File: config.mk
export PLATFORM = sky130hd
export DESIGN_NAME = hazard_scoreboard_flat
export DESIGN_NICKNAME = d
export VERILOG_FILES = /design/src/rtl/hazard_scoreboard_if.sv /design/src/rtl/hazard_scoreboard.sv /design/src/flat_wrapper.sv
export SDC_FILE = /design/constraint.sdc
export NUM_CORES = 1
export LEC_CHECK = 0
export CAP_MARGIN = 25
export CELL_PAD_IN_SITES_DETAIL_PLACEMENT = 2
export CELL_PAD_IN_SITES_GLOBAL_PLACEMENT = 2
export CORE_ASPECT_RATIO = 1.2
export CORE_MARGIN = 10
export CORE_UTILIZATION = 34
export CTS_BUF_LIST = sky130_fd_sc_hd__clkbuf_8
export DETAILED_ROUTE_END_ITERATION = 12
export PLACE_DENSITY = 0.93
export SLEW_MARGIN = 20
export SYNTH_ARGS = -nofsm -noshare
export SYNTH_HDL_FRONTEND = slang
export SYNTH_SLANG_ARGS = --single-unit
File: constraint.sdc
create_clock -name clk -period 6 [get_ports clk]
set_clock_uncertainty 0.15 [all_clocks]
set_input_delay 1.2 -clock clk [delete_from_list [all_inputs] [get_ports clk]]
set_output_delay 1.2 -clock clk [all_outputs]
set_load 0.005 [all_outputs]
File: src/rtl/hazard_scoreboard_if.sv
// Decode/writeback interface of the register hazard scoreboard.
// master: decode/writeback side (drives instruction and retire information,
//         observes the stall and status outputs).
// slave : the scoreboard itself.
// Inputs : id_valid, src1, use_src1, src2, Two_src, issue_dest, issue_wb_en,
//          flush, freeze, WB_WB_en, WB_Dest
// Outputs: Hazard (combinational stall), busy_vec, stall_count,
//          err_overflow, err_underflow
interface hazard_scoreboard_if;
  logic        id_valid;
  logic [3:0]  src1;
  logic        use_src1;
  logic [3:0]  src2;
  logic        Two_src;
  logic [3:0]  issue_dest;
  logic        issue_wb_en;
  logic        flush;
  logic        freeze;
  logic        WB_WB_en;
  logic [3:0]  WB_Dest;
  logic        Hazard;
  logic [15:0] busy_vec;
  logic [15:0] stall_count;
  logic        err_overflow;
  logic        err_underflow;

  modport master (
    output id_valid, src1, use_src1, src2, Two_src, issue_dest, issue_wb_en,
           flush, freeze, WB_WB_en, WB_Dest,
    input  Hazard, busy_vec, stall_count, err_overflow, err_underflow
  );

  modport slave (
    input  id_valid, src1, use_src1, src2, Two_src, issue_dest, issue_wb_en,
           flush, freeze, WB_WB_en, WB_Dest,
    output Hazard, busy_vec, stall_count, err_overflow, err_underflow
  );
endinterface

File: src/rtl/hazard_scoreboard.sv
// Register hazard scoreboard for a five-stage pipeline.
// Keeps a 2-bit pending-write count per architectural register (R0..R15,
// R15 included), raises Hazard when the instruction in decode reads a
// register with a write still in flight, and counts stall cycles.
// Ports:
//   clk : system clock, rising edge
//   rst : synchronous active-high reset
//   sb  : hazard_scoreboard_if.slave (decode, writeback and status signals)
module hazard_scoreboard (
  input  logic                  clk,
  input  logic                  rst,
  hazard_scoreboard_if.slave    sb
);

  logic [1:0]  r_cnt [16];
  logic [15:0] r_stall_count;
  logic        r_err_overflow;
  logic        r_err_underflow;

  logic [15:0] w_retire_hit;
  logic [15:0] w_pending_eff;
  logic [15:0] w_issue_hit;
  logic [15:0] w_busy;
  logic        w_hazard;
  logic        w_issue;

  // NOTE: every signal written in an always_comb gets a value on entry, so
  // no path through the block can leave it unassigned and infer a latch.
  always_comb begin
    w_retire_hit  = '0;
    w_pending_eff = '0;
    w_busy        = '0;
    for (int i = 0; i < 16; i++) begin
      w_retire_hit[i]  = sb.WB_WB_en && (sb.WB_Dest == 4'(i));
      // A writeback this cycle is forwarded through the register file, so the
      // effective count is cnt - hit; it is nonzero exactly when cnt > hit.
      w_pending_eff[i] = r_cnt[i] > {1'b0, w_retire_hit[i]};
      // busy_vec shows the stored counts only; no writeback bypass here.
      w_busy[i]        = r_cnt[i] != 2'd0;
    end
  end

  // Hazard ignores freeze on purpose: a frozen cycle that would also stall on
  // a dependency still counts as a stall cycle.
  assign w_hazard = sb.id_valid && !rst &&
                    ((sb.use_src1 && w_pending_eff[sb.src1]) ||
                     (sb.Two_src  && w_pending_eff[sb.src2]));

  // A squashed (flush) or held (freeze) instruction must not claim a pending
  // write, otherwise its count would never be retired.
  assign w_issue = sb.id_valid && sb.issue_wb_en && !w_hazard &&
                   !sb.freeze && !sb.flush;

  always_comb begin
    w_issue_hit = '0;
    for (int i = 0; i < 16; i++) begin
      w_issue_hit[i] = w_issue && (sb.issue_dest == 4'(i));
    end
  end

  // NOTE: state registers use non-blocking assignments so every flop samples
  // the pre-edge values regardless of statement order.
  always_ff @(posedge clk) begin
    if (rst) begin
      // NOTE: the count array is sixteen small flop pairs, not a RAM, so it is
      // cleared by reset like any other state; a mid-run reset discards all
      // pending writes.
      for (int i = 0; i < 16; i++) begin
        r_cnt[i] <= 2'd0;
      end
      r_stall_count   <= 16'd0;
      r_err_overflow  <= 1'b0;
      r_err_underflow <= 1'b0;
    end else begin
      for (int i = 0; i < 16; i++) begin
        // Issue and retire to the same register in one cycle cancel out.
        case ({w_issue_hit[i], w_retire_hit[i]})
          2'b10: begin
            if (r_cnt[i] == 2'd3) r_err_overflow <= 1'b1;
            else                  r_cnt[i]       <= r_cnt[i] + 2'd1;
          end
          2'b01: begin
            if (r_cnt[i] == 2'd0) r_err_underflow <= 1'b1;
            else                  r_cnt[i]        <= r_cnt[i] - 2'd1;
          end
          default: ;
        endcase
      end
      if (w_hazard && (r_stall_count != 16'hFFFF)) begin
        r_stall_count <= r_stall_count + 16'd1;
      end
    end
  end

  assign sb.Hazard        = w_hazard;
  assign sb.busy_vec      = w_busy;
  assign sb.stall_count   = r_stall_count;
  assign sb.err_overflow  = r_err_overflow;
  assign sb.err_underflow = r_err_underflow;

endmodule

File: src/flat_wrapper.sv
// flat-port wrapper written by rule: the top's interface ports become plain ports
module hazard_scoreboard_flat 
  (clk, rst, sb_id_valid, sb_src1, sb_use_src1, sb_src2, sb_Two_src, sb_issue_dest, sb_issue_wb_en, sb_flush, sb_freeze, sb_WB_WB_en, sb_WB_Dest, sb_Hazard, sb_busy_vec, sb_stall_count, sb_err_overflow, sb_err_underflow);
  hazard_scoreboard_if sb_i ();
  input  logic clk;
  input  logic rst;
  input wire logic [$bits(sb_i.id_valid)-1:0] sb_id_valid;
  input wire logic [$bits(sb_i.src1)-1:0] sb_src1;
  input wire logic [$bits(sb_i.use_src1)-1:0] sb_use_src1;
  input wire logic [$bits(sb_i.src2)-1:0] sb_src2;
  input wire logic [$bits(sb_i.Two_src)-1:0] sb_Two_src;
  input wire logic [$bits(sb_i.issue_dest)-1:0] sb_issue_dest;
  input wire logic [$bits(sb_i.issue_wb_en)-1:0] sb_issue_wb_en;
  input wire logic [$bits(sb_i.flush)-1:0] sb_flush;
  input wire logic [$bits(sb_i.freeze)-1:0] sb_freeze;
  input wire logic [$bits(sb_i.WB_WB_en)-1:0] sb_WB_WB_en;
  input wire logic [$bits(sb_i.WB_Dest)-1:0] sb_WB_Dest;
  output wire logic [$bits(sb_i.Hazard)-1:0] sb_Hazard;
  output wire logic [$bits(sb_i.busy_vec)-1:0] sb_busy_vec;
  output wire logic [$bits(sb_i.stall_count)-1:0] sb_stall_count;
  output wire logic [$bits(sb_i.err_overflow)-1:0] sb_err_overflow;
  output wire logic [$bits(sb_i.err_underflow)-1:0] sb_err_underflow;
  assign sb_i.id_valid = sb_id_valid;
  assign sb_i.src1 = sb_src1;
  assign sb_i.use_src1 = sb_use_src1;
  assign sb_i.src2 = sb_src2;
  assign sb_i.Two_src = sb_Two_src;
  assign sb_i.issue_dest = sb_issue_dest;
  assign sb_i.issue_wb_en = sb_issue_wb_en;
  assign sb_i.flush = sb_flush;
  assign sb_i.freeze = sb_freeze;
  assign sb_i.WB_WB_en = sb_WB_WB_en;
  assign sb_i.WB_Dest = sb_WB_Dest;
  assign sb_Hazard = sb_i.Hazard;
  assign sb_busy_vec = sb_i.busy_vec;
  assign sb_stall_count = sb_i.stall_count;
  assign sb_err_overflow = sb_i.err_overflow;
  assign sb_err_underflow = sb_i.err_underflow;
  hazard_scoreboard u_core (.clk(clk), .rst(rst), .sb(sb_i));
endmodule
==> report_table.html <==
<table>
<tr><th>Metric</th><th>Value</th></tr>
<tr><th colspan="2">Run status</th></tr>
<tr><td>Status</td><td>finished clean</td></tr>
<tr><th colspan="2">Pwr</th></tr>
<tr><td>Cell Pwr Density</td><td>~160 mW/mm^2</td></tr>
<tr><td>Pleak</td><td>approximately 1.9 nW</td></tr>
<tr><td>Peak supply drop</td><td>approximately 0.072 mV</td></tr>
<tr><th colspan="2">Die</th></tr>
<tr><td>Width of the die</td><td>~120 um</td></tr>
<tr><td>Total number of placement rows</td><td>45</td></tr>
<tr><td>Effective utilization at floorplan</td><td>34.5%</td></tr>
<tr><td>Top Ports</td><td>60</td></tr>
<tr><td>Die outline height</td><td>between 100 and 150 um</td></tr>
<tr><td>Core area</td><td>0.0126 mm^2</td></tr>
<tr><td>Area of the die</td><td>0.0177 mm^2</td></tr>
<tr><th colspan="2">Synthesis</th></tr>
<tr><td>Basic-gate share of the synthesized area counting and, or, nand and nor cells</td><td>~32%</td></tr>
<tr><td>Nets in the synthesized netlist</td><td>592</td></tr>
<tr><td>Post-synthesis register bit count</td><td>50</td></tr>
<tr><td>Count of warnings emitted by yosys</td><td>0</td></tr>
<tr><td>Mapped Area</td><td>roughly 0.0043 mm^2</td></tr>
<tr><td>Combinational family with the most area after synthesis</td><td>simple AND/OR/NAND/NOR gates</td></tr>
<tr><td>Number of flops mapped to enable cells by yosys</td><td>32</td></tr>
<tr><td>Post-synthesis share of cell area spent on full adders, half adders and majority gates</td><td>around 5.5%</td></tr>
<tr><td>Sequential-to-total area share from yosys stat</td><td>between 30% and 40%</td></tr>
<tr><td>Area fraction in compound gates after synthesis</td><td>20.2%</td></tr>
<tr><td>Post-synthesis share of cell area spent on xor and xnor gates</td><td>under 10%</td></tr>
<tr><td>Mux share of post-synthesis cell area</td><td>1.73%</td></tr>
<tr><td>Post-synth ARST share</td><td>0%</td></tr>
<tr><td>Commonest register cell after synthesis</td><td>edfxtp_1</td></tr>
<tr><td>Number of distinct standard cells referenced by the synthesized netlist</td><td>65</td></tr>
<tr><td>Synthesized area per cell</td><td>7.93 um^2</td></tr>
<tr><td>Synthesized instance count</td><td>about 550</td></tr>
<tr><th colspan="2">Global routing</th></tr>
<tr><td>Via count of the first global-routing pass</td><td>~5000</td></tr>
<tr><td>First-pass GRT wire length</td><td>roughly 28 mm</td></tr>
<tr><td>Overall global routing resource usage</td><td>19.8%</td></tr>
<tr><td>Initial antenna violation count</td><td>0</td></tr>
<tr><td>Pin count of the biggest net entering global routing</td><td>67</td></tr>
<tr><td>Sum of overflow across all layers after global routing</td><td>0</td></tr>
<tr><th colspan="2">CTS</th></tr>
<tr><td>Buffer levels on the longest clock path</td><td>2</td></tr>
<tr><td>Clock edge transition at the registers on the reported setup and hold paths</td><td>0.11 ns</td></tr>
<tr><td>CTS tree</td><td>yes</td></tr>
<tr><td>Total number of H-tree levels</td><td>2</td></tr>
<tr><td>Post-CTS Setup Inserts</td><td>0</td></tr>
<tr><td>Clock Latency Late Sink</td><td>0.33 ns</td></tr>
<tr><td>Num CTS Buffers</td><td>5</td></tr>
<tr><td>CTS sink cnt</td><td>50</td></tr>
<tr><td>Cell at the root of the clock tree</td><td>clkbuf_8</td></tr>
<tr><th colspan="2">Worst setup path</th></tr>
<tr><td>Data arrival time of the critical path</td><td>4.47 ns</td></tr>
<tr><td>Worst r2r src</td><td>u_core.r_cnt[0][22]$_SDFFCE_PP0P_</td></tr>
<tr><td>Largest driver fanout on the critical path</td><td>8</td></tr>
<tr><td>Crit. End Element</td><td>output pin</td></tr>
<tr><td>Depth of the worst register-to-register path</td><td>13</td></tr>
<tr><td>Sort of element at the start of the critical path</td><td>primary input</td></tr>
<tr><td>Crit Path Class</td><td>primary input to output pin</td></tr>
<tr><td>Reg-to-reg setup timing slack</td><td>about 1.9 ns</td></tr>
<tr><td>Required time of the critical path</td><td>~4.7 ns</td></tr>
<tr><td>Critical path startpoint</td><td>sb_WB_Dest[1]</td></tr>
<tr><th colspan="2">Layout</th></tr>
<tr><td>Final non-filler cell area</td><td>around 0.0052 mm^2</td></tr>
<tr><td>Number of nets in the finished design</td><td>approximately 650</td></tr>
<tr><td>Number of antenna diodes</td><td>0</td></tr>
<tr><td>Total area of sequential cells</td><td>~0.0013 mm^2</td></tr>
<tr><td>Share of layout cells above drive strength 1</td><td>roughly 8.5%</td></tr>
<tr><td>Area of the multi-input gates</td><td>around 0.0028 mm^2</td></tr>
<tr><td>Area growth from synthesis to layout</td><td>20.3%</td></tr>
<tr><td>Filler cells</td><td>roughly 1400</td></tr>
<tr><th colspan="2">Detailed routing</th></tr>
<tr><td>Initial DRC Count</td><td>between 200 and 300</td></tr>
<tr><td>First-pass detailed-route iteration total</td><td>5</td></tr>
<tr><td># DRC</td><td>0</td></tr>
<tr><td>WL final</td><td>roughly 17 mm</td></tr>
<tr><td>Wire length per cell</td><td>22.7 um</td></tr>
<tr><td>Number of vias in the routed layout</td><td>~4600</td></tr>
<tr><td>Ratio of routed vias to standard cells</td><td>about 6.0</td></tr>
<tr><td>Antenna Nets Post-Route</td><td>0</td></tr>
<tr><th colspan="2">Timing</th></tr>
<tr><td>Setup Total Neg Slack</td><td>0 ns</td></tr>
<tr><td>Minimum period implied by the final worst setup slack</td><td>5.82 ns</td></tr>
<tr><td>Worst max-slew margin expressed relative to the limit</td><td>between 40% and 50%</td></tr>
<tr><td>Final Max Slew Viols</td><td>0</td></tr>
<tr><td>Setup violations, final</td><td>0</td></tr>
<tr><td>Share of the clock period used by the worst path after layout</td><td>a little over nine tenths</td></tr>
<tr><td>Final hold vios</td><td>0</td></tr>
<tr><td>Highest clock frequency the design can meet</td><td>~0.17 GHz</td></tr>
<tr><td>Worst Tran Pin Value</td><td>around 0.75 ns</td></tr>
<tr><td>Unrepaired setup endpoints after global routing</td><td>no</td></tr>
<tr><th colspan="2">Placed design</th></tr>
<tr><td>Hpwl dp</td><td>~13 mm</td></tr>
<tr><td>Placed cell area</td><td>0.00511 mm^2</td></tr>
<tr><td>Port Buffers</td><td>59</td></tr>
<tr><td>Final RePlAce weighted congestion</td><td>0.917</td></tr>
<tr><th colspan="2">Min path</th></tr>
<tr><td>Hold-critical path depth</td><td>2</td></tr>
<tr><td>Hold/Removal Path Class</td><td>flip-flop to flip-flop</td></tr>
<tr><td>Min-Delay Startpoint</td><td>u_core.sb.stall_count[8]$_SDFFE_PP0P_</td></tr>
<tr><th colspan="2">Flow run</th></tr>
<tr><td>Max capacitance violation total</td><td>0</td></tr>
</table>
-- worst max-delay path: stages --
cell	delay [ns]
clkdlybuf4s50_1	0.66
nand3b_1	0.35
nor2_1	0.28
ha_1	0.27
o21bai_1	0.19
nor2_1	0.06
a2111oi_0	0.45
nor4_1	0.12
o22a_4	0.31
inv_2	0.08
clkdlybuf4s50_1	0.50
-- registers in the layout, summed over array words and instances, names as in the netlist --
register,flops
u_core.r_cnt,32
u_core.sb.err_overflow,1
u_core.sb.err_underflow,1
u_core.sb.stall_count,16
-- metal layers --
layer / vias up / share of wire, % / GRT usage [%] / routed length, um
met5: - / 0 / 0 / 0
met4: 0 / 3.7 / 9.76 / 635
met3: 31 / 4.8 / 3.69 / 833
met2: 126 / 52 / 35.2 / 8990
met1: 2309 / 40 / 21.8 / 6920
li1: 2121 / - / - / -
-- placed cells by master, fill, tap and decap left out, types with 7 or more instances in the layout --
cell type / synthesis / layout
nor2_1: 73 / 71
clkdlybuf4s50_1: 0 / 58
nand2_1: 46 / 46
inv_1: 35 / 35
edfxtp_1: 32 / 32
a21oi_1: 31 / 31
nand3_1: 29 / 29
nor3_1: 25 / 24
ha_1: 19 / 19
o21ai_0: 18 / 18
dfxtp_1: 18 / 18
or2_2: 15 / 15
o21bai_1: 14 / 14
nor4_1: 13 / 13
xnor2_1: 13 / 13
nand2b_1: 10 / 10
and3_1: 9 / 9
nand4_1: 9 / 9
a211oi_1: 9 / 9
xor2_1: 9 / 9
buf_4: 0 / 9
a311o_1: 8 / 8
nor2b_1: 7 / 7
or3_1: 8 / 7
a211o_1: 7 / 7
-- final cells by class --
class / instances / share of cell area [%]
multi-input combinational: 440 / 53.9
tap: 164 / 3.92
timing repair buffer: 68 / 12.5
clock buffer: 5 / 1.32
inverter: 37 / 2.66
clock inverter: 3 / 0.502
sequential: 50 / 25.3
-- power by group --
group	switching, W	total, W	internal [W]
sequential	0.0000220	0.000404	0.000382
combinational	0.000111	0.000190	0.0000791
clock	0.000140	0.000227	0.0000863
total	0.000273	0.000821	0.000547
-- through the flow --
step           total power [W]  cells  setup WS [ns]  utilization, %  hold WS (ns)
2_1_floorplan         0.000510    548           1.17               -         0.333
3_3_place_gp          0.000587    759          0.204            40.6         0.330
3_5_place_dp          0.000598    759         0.0826            40.6         0.360
4_1_cts               0.000827    767         0.0323            41.3         0.378
5_1_grt               0.000859    767         0.0146            41.5         0.417
6_report              0.000821    767          0.184            41.5         0.374
-- final timing paths --
| path | endpoint |
|---|---|
| max | sb_Hazard |
| min | u_core.sb.stall_count[8]$_SDFFE_PP0P_ |
| max reg2reg | u_core.sb.err_underflow$_SDFF_PP0_ |
| min reg2reg | u_core.sb.stall_count[8]$_SDFFE_PP0P_ |
-- synth_stat cells (all sizes together) (5+ instances only) --
master,instances,area share (%)
a211o,7,1.4
a211oi,9,1.6
a21oi,31,3.6
a311o,8,1.8
and3,9,1.3
clkbuf,17,1.5
dfxtp,18,8.3
edfxtp,32,22
ha,19,5.5
inv,37,3.2
nand2,46,4.0
nand2b,10,1.4
nand3,29,3.3
nand4,9,1.3
nor2,73,6.3
nor2b,7,1.0
nor3,26,3.1
nor4,17,3.8
o21ai,18,2.1
o21bai,14,2.4
o22ai,5,0.72
or2,16,2.3
or3,8,1.2
xnor2,13,2.6
xor2,9,1.8
-- what timing repair did --
item                       CTS  global route
hold buffers                 0             0
setup endpoints to repair    0             1
resized for setup            0             5
-- logic make-up (layout without fill, tap and decap cells) --
group / after synthesis / after routing
DFF: 50 / 50
adders and majority gates: 19 / 19
and+or+nand+nor: 269 / 269
buffers and inverters: 58 / 113
AOI/OAI and AO/OA: 124 / 124
muxes: 6 / 6
xor gates and xnor gates: 22 / 22
(Power assumes the default switching activity.)
